<file path="src/rtl/gowin_sp_req_adapter.sv">
// Request/response front-end for one Gowin SP block RAM (512 x 32).
// Turns a valid/ready read/write stream into SP controls and returns read data
// through a small credit-protected response FIFO.
module gowin_sp_req_adapter #(
  parameter int unsigned OutReg = 0
) (
  input  logic        clk_i,
  input  logic        rst_ni,
  input  logic        req_valid_i,
  output logic        req_ready_o,
  input  logic        req_we_i,
  input  logic [8:0]  req_addr_i,
  input  logic [3:0]  req_be_i,
  input  logic [31:0] req_wdata_i,
  output logic        rsp_valid_o,
  input  logic        rsp_ready_i,
  output logic [31:0] rsp_rdata_o,
  output logic        sp_clk_o,
  output logic        sp_ce_o,
  output logic        sp_oce_o,
  output logic        sp_wre_o,
  output logic        sp_reset_o,
  output logic [2:0]  sp_blksel_o,
  output logic [13:0] sp_ad_o,
  output logic [31:0] sp_di_o,
  input  logic [31:0] sp_do_i
);

  localparam int unsigned Latency = 1 + OutReg;
  localparam int unsigned Depth   = Latency + 2;
  localparam int unsigned CntW    = $clog2(Depth + 1);
  localparam logic [CntW:0] DepthL = (CntW + 1)'(Depth);

  logic                req_fire;
  logic                rd_fire;
  logic                push;
  logic                pop;
  logic [3:0]          be_eff;
  logic [Latency-1:0]  rd_pipe_q, rd_pipe_d;
  logic [31:0]         fifo_q [Depth];
  logic [31:0]         fifo_d [Depth];
  logic [CntW-1:0]     fifo_count_q, fifo_count_d;
  logic [CntW-1:0]     wr_idx;
  logic [CntW:0]       used_d;
  logic                ready_q, ready_d;

  // Ready is a register so it carries no input-to-output path and reads 0 in reset.
  assign req_ready_o = ready_q;
  assign req_fire    = req_valid_i & ready_q;
  assign rd_fire     = req_fire & ~req_we_i;
  assign push        = rd_pipe_q[Latency-1];
  assign rsp_valid_o = (fifo_count_q != '0);
  assign pop         = rsp_valid_o & rsp_ready_i;
  assign rsp_rdata_o = fifo_q[0];

  assign sp_clk_o    = clk_i;
  assign sp_oce_o    = 1'b1;
  assign sp_reset_o  = ~rst_ni;
  assign sp_blksel_o = 3'b000;
  assign sp_di_o     = req_wdata_i;

  // SP controls straight from the request; an all-zero byte mask leaves CE low.
  always_comb begin
    be_eff   = req_we_i ? req_be_i : 4'hF;
    sp_ad_o  = {req_addr_i, 1'b0, be_eff};
    sp_ce_o  = req_fire & (|be_eff);
    sp_wre_o = req_fire & req_we_i;
  end

  // In-flight read tracker: one bit per SP read-pipeline stage.
  always_comb begin
    rd_pipe_d    = '0;
    rd_pipe_d[0] = rd_fire;
    for (int unsigned i = 1; i < Latency; i++) begin
      rd_pipe_d[i] = rd_pipe_q[i-1];
    end
  end

  // Shift-style FIFO: head always sits in entry 0; simultaneous pop and push keep order.
  always_comb begin
    fifo_d = fifo_q;
    wr_idx = pop ? (fifo_count_q - 1'b1) : fifo_count_q;
    if (pop) begin
      for (int unsigned i = 0; i + 1 < Depth; i++) begin
        fifo_d[i] = fifo_q[i+1];
      end
    end
    if (push) begin
      for (int unsigned i = 0; i < Depth; i++) begin
        if (CntW'(i) == wr_idx) fifo_d[i] = sp_do_i;
      end
    end
    fifo_count_d = fifo_count_q + CntW'(push) - CntW'(pop);
  end

  // Credits: reads in the pipe plus buffered responses must stay below the FIFO size.
  always_comb begin
    used_d = {1'b0, fifo_count_d};
    for (int unsigned i = 0; i < Latency; i++) begin
      used_d = used_d + (CntW + 1)'(rd_pipe_d[i]);
    end
    ready_d = (used_d < DepthL);
  end

  // State registers; reset drops everything in flight or buffered.
  always_ff @(posedge clk_i) begin
    if (!rst_ni) begin
      rd_pipe_q    <= '0;
      fifo_count_q <= '0;
      ready_q      <= 1'b0;
      for (int unsigned i = 0; i < Depth; i++) begin
        fifo_q[i] <= '0;
      end
    end else begin
      rd_pipe_q    <= rd_pipe_d;
      fifo_count_q <= fifo_count_d;
      ready_q      <= ready_d;
      fifo_q       <= fifo_d;
    end
  end

  fifo_no_overflow: assert property (@(posedge clk_i) disable iff (!rst_ni)
    (push && !pop) |-> ({1'b0, fifo_count_q} < DepthL));

endmodule

</file>
<file path="config.mk">
export PLATFORM = sky130hd
export DESIGN_NAME = gowin_sp_req_adapter
export DESIGN_NICKNAME = d
export VERILOG_FILES = /design/src/rtl/gowin_sp_req_adapter.sv
export SDC_FILE = /design/constraint.sdc
export NUM_CORES = 1
export LEC_CHECK = 0
export CORE_MARGIN = 5
export CORE_UTILIZATION = 39
export CTS_CLUSTER_SIZE = 30
export DETAILED_ROUTE_END_ITERATION = 6
export PLACE_DENSITY = 0.77
export REMOVE_ABC_BUFFERS = 1
export SLEW_MARGIN = 20
export SYNTH_ARGS = -nofsm -noshare
export SYNTH_HDL_FRONTEND = slang
export SYNTH_SLANG_ARGS = --single-unit
export TNS_END_PERCENT = 30
</file>
<file path="constraint.sdc">
create_clock -name clk_i -period 2.2 [get_ports clk_i]
set_input_delay 0.33 -clock clk_i [delete_from_list [all_inputs] [get_ports clk_i]]
set_output_delay 0.33 -clock clk_i [all_outputs]
set_load 0.005 [all_outputs]
</file>
# [After elaboration in Yosys (flattened, before gate mapping)]
# Index checks and enable logic that the tools add are counted.
# Widths: inputs -> output; s select.
[totals] mem_bits_rw=0 mem_count=0 in_bits=82 elab_cells=31 reg_bits=100 latchBits=0 mem_bits_ro=0
[classes] n_mux=7 multipliers=0 div=0 n_reduce_logical=4 shifts=0 n_eq_ne=2 magnitude_cmp=1 n_addsub=4 bitwise=7
[ops] cell="$mux 32" count=3
[ops] cell="$mux 96" count=1
[ops] cell="$mux 64" count=1
[ops] cell="$and 1x1->1" count=5
[ops] cell="$mux 4" count=1
[ops] cell="$reduce_or 4->1" count=1
[ops] cell="$add 2x1->3" count=1
[ops] cell="$lt 3x2->1 const B" count=1
[ops] cell="$add 2x1->2" count=1
[ops] cell="$eq 1x2->1 const A" count=1
[ops] cell="$eq 2x2->1 const A" count=1
[ops] cell="$logic_not 2->1" count=1
[ops] cell="$mux 2" count=1
[ops] cell="$not 1->1" count=2
[ops] cell="$reduce_and 2->1" count=1
[ops] cell="$reduce_bool 2->1" count=1
[ops] cell="$sub 2x1->2" count=1
[ops] cell="$sub 2x1->2 const B" count=1

# [Logic depth before layout (Yosys ltp)]
[logic_depth] word_depth=6 ltp_mapped=11 depth_no_buf=9

==> reports/results.tsv <==
metric	value	unit
core box area	13300	µm²
final hold vios	0	
Routed WL per cell	16.7	µm
initial core utilization	40.1	%
die extent in x	127	µm
Setup violations, final	0	
Total Nets Final	622	
Seq cells post-synth	100	
die area	16100	µm²
reg-to-reg startpoint	fifo_count_q[1]$_SDFF_PN0_	
Slew Limit Headroom	63.1	%
CTS tree	done	
critical path class	clk2out	
Final Max Slew Viols	0	
Die Y	127	µm
Final GP Congestion	0.718	
gr ovfl total	0	
antenna cells	0	
Main synth FF type	dfxtp_1	
static leakage	3.01	nW
EDFF count, synth	0	
share of cells above drive strength 1	19.6	%
input/output buffers	82	
run status	finished clean	
Max-cap violations	0	
Final WS setup	0.0862	ns
Mapped Area	5330	µm²
IO Pins	170	
first-pass GRT wire length	19300	µm
RSZ-0062 raised after global routing	no	
Worst VDD drop	0.501	mV
Synth Instances	538	
row cnt	42	
hold wc startpoint	rst_ni	
fraction of registers with async set/reset	0	%
crit-path max FO	2	
worst hold path class	in2reg	
Vias/cell	4.88	
worst hold endpoint	req_ready_o$_SDFF_PN0_	
clock insertion delay at the later pin of the skew report	0.46	ns
vias in the first global route	3807	
synthesis-to-layout area growth	15.1	%
Post-DP HPWL	8420	µm
Worst Path Required	1.87	ns
drt initial violations	120	
Synth warnings	0	
initial antenna violation count	0	
Worst R2R Path Depth	9	
Routed Antenna Nets	0	
Tcrit/Tclk final	96.1	%
Distinct cells, synth	27	
All-Layer GR Usage	15.2	%
postcts setup bufs	0	
Setup WS pre-CTS	0.0243	ns
hold path depth	3	
maximum clock rate	475	MHz
total routed wirelength	12000	µm
overall via count from detail_route	3502	
synthesized area per cell	9.90	µm²
critical path launch point type	clock port	
crit path capture type	primary output	
Cell Pwr Density	785	nW/µm²
Reg clk slew, reported paths	0.06	ns
CTS hold repair buffers	0	
Layout Skew	0.00814	ns
minimum clock period	2.11	ns
CTS resizes	0	
Worst Hold Slack	0.218	ns
flop2flop setup slack	0.17	ns
Post-route DRC	0	
capturing point of the worst reg2reg path	req_ready_o$_SDFF_PN0_	
commonest non-fill, non-tap cells in the layout	nand2_1, dfxtp_1, mux2i_1	
Worst Tran Pin Value	0.553	ns
fin util	46.1	%
post-synthesis sequential area ratio	37.6	%
Total Power	4.81	mW
commonest non-fill, non-tap cell in the layout	nand2_1	
1st-pass router iterations	4	
Worst EP arrival	1.78	ns
largest net degree at the start of global routing	131	
## report_power, final
| part | total, mW | leakage (nW) | switching, mW | internal, mW |
|---|---|---|---|---|
| registers | 1.90 | 0.807 | 0.0343 | 1.87 |
| logic | 0.763 | 1.99 | 0.348 | 0.415 |
| clock network | 2.15 | 0.214 | 0.713 | 1.43 |
| total | 4.81 | 3.01 | 1.10 | 3.72 |
## final cells by class
| cell class | instances | area (µm²) |
|---|---|---|
| sequential | 100 | 2000 |
| clock inverter | 4 | 95.1 |
| fill | 1258 | 7170 |
| inverter | 4 | 15.0 |
| clock buffer | 16 | 342 |
| tap | 176 | 220 |
| multi-input combinational | 326 | 2480 |
| timing repair buffer | 91 | 975 |
## logic make-up after synthesis
group           count (synthesis)  share of synthesized area [%]
mux                           160                           31.6
compound gates                  5                           1.15
simple gates                  149                           11.7
flops                         100                           37.6
fa+ha+maj                       4                          0.940
buf+inv                       115                           16.4
xor+xnor                        3                          0.494
other cells                     2                          0.141
## through the flow
step	setup TNS (ns)	instance area, µm²	instances
floorplan	-42.75	4480	430
global placement	0	5680	698
detailed placement	0	5680	698
CTS	0	6110	717
global route	0	6130	717
finish	0	6130	717
## sequential cells by signal, indices dropped and copies added, names as in the netlist
signal and cells:
req_ready_o 1, rsp_rdata_o 32, fifo_q 64, fifo_count_q 2, push 1
## cells in the mapped netlist (3+ instances only)
cell type / number / area, µm²
nand2_1: 130 / 488
dfxtp_1: 100 / 2000
mux2i_1: 96 / 961
buf_4: 79 / 593
mux2_2: 64 / 721
buf_6: 12 / 135
clkbuf_1: 12 / 45.0
nor2_1: 5 / 18.8
ha_1: 4 / 50.1
nand2b_1: 4 / 25.0
and3_4: 3 / 33.8
buf_12: 3 / 60.1
buf_2: 3 / 15.0
inv_1: 3 / 11.3
o21ai_4: 3 / 48.8
xnor2_1: 3 / 26.3
## worst max path at each step
stage	from	to	slack, ns	depth (start not counted)
after detailed placement	rsp_ready_i	req_ready_o$_SDFF_PN0_	0.02	8
final	clk_i	sp_clk_o	0.09	3
after global placement	rsp_ready_i	req_ready_o$_SDFF_PN0_	0.07	8
after floorplan	fifo_count_q[0]$_SDFF_PN0_	rsp_rdata_o[0]$_SDFF_PN0_	-0.44	6
after global routing	req_we_i	sp_ce_o	0.02	5
after CTS	clk_i	sp_clk_o	0.08	3
## layer usage
layer  track usage (%)  wire, µm  vias up
met5              2.17        38        -
met4              4.86       142        2
met3              9.21      1320       15
met2              23.6      5450      123
met1              17.3      5040     1673
li1                  -         -     1689
## worst max-delay path, stage by stage
cell and delay, ns:
clkbuf_16 0.12, clkbuf_16 0.13, clkdlybuf4s50_1 0.44
No activity file was read; power rests on OpenSTA's default activity.
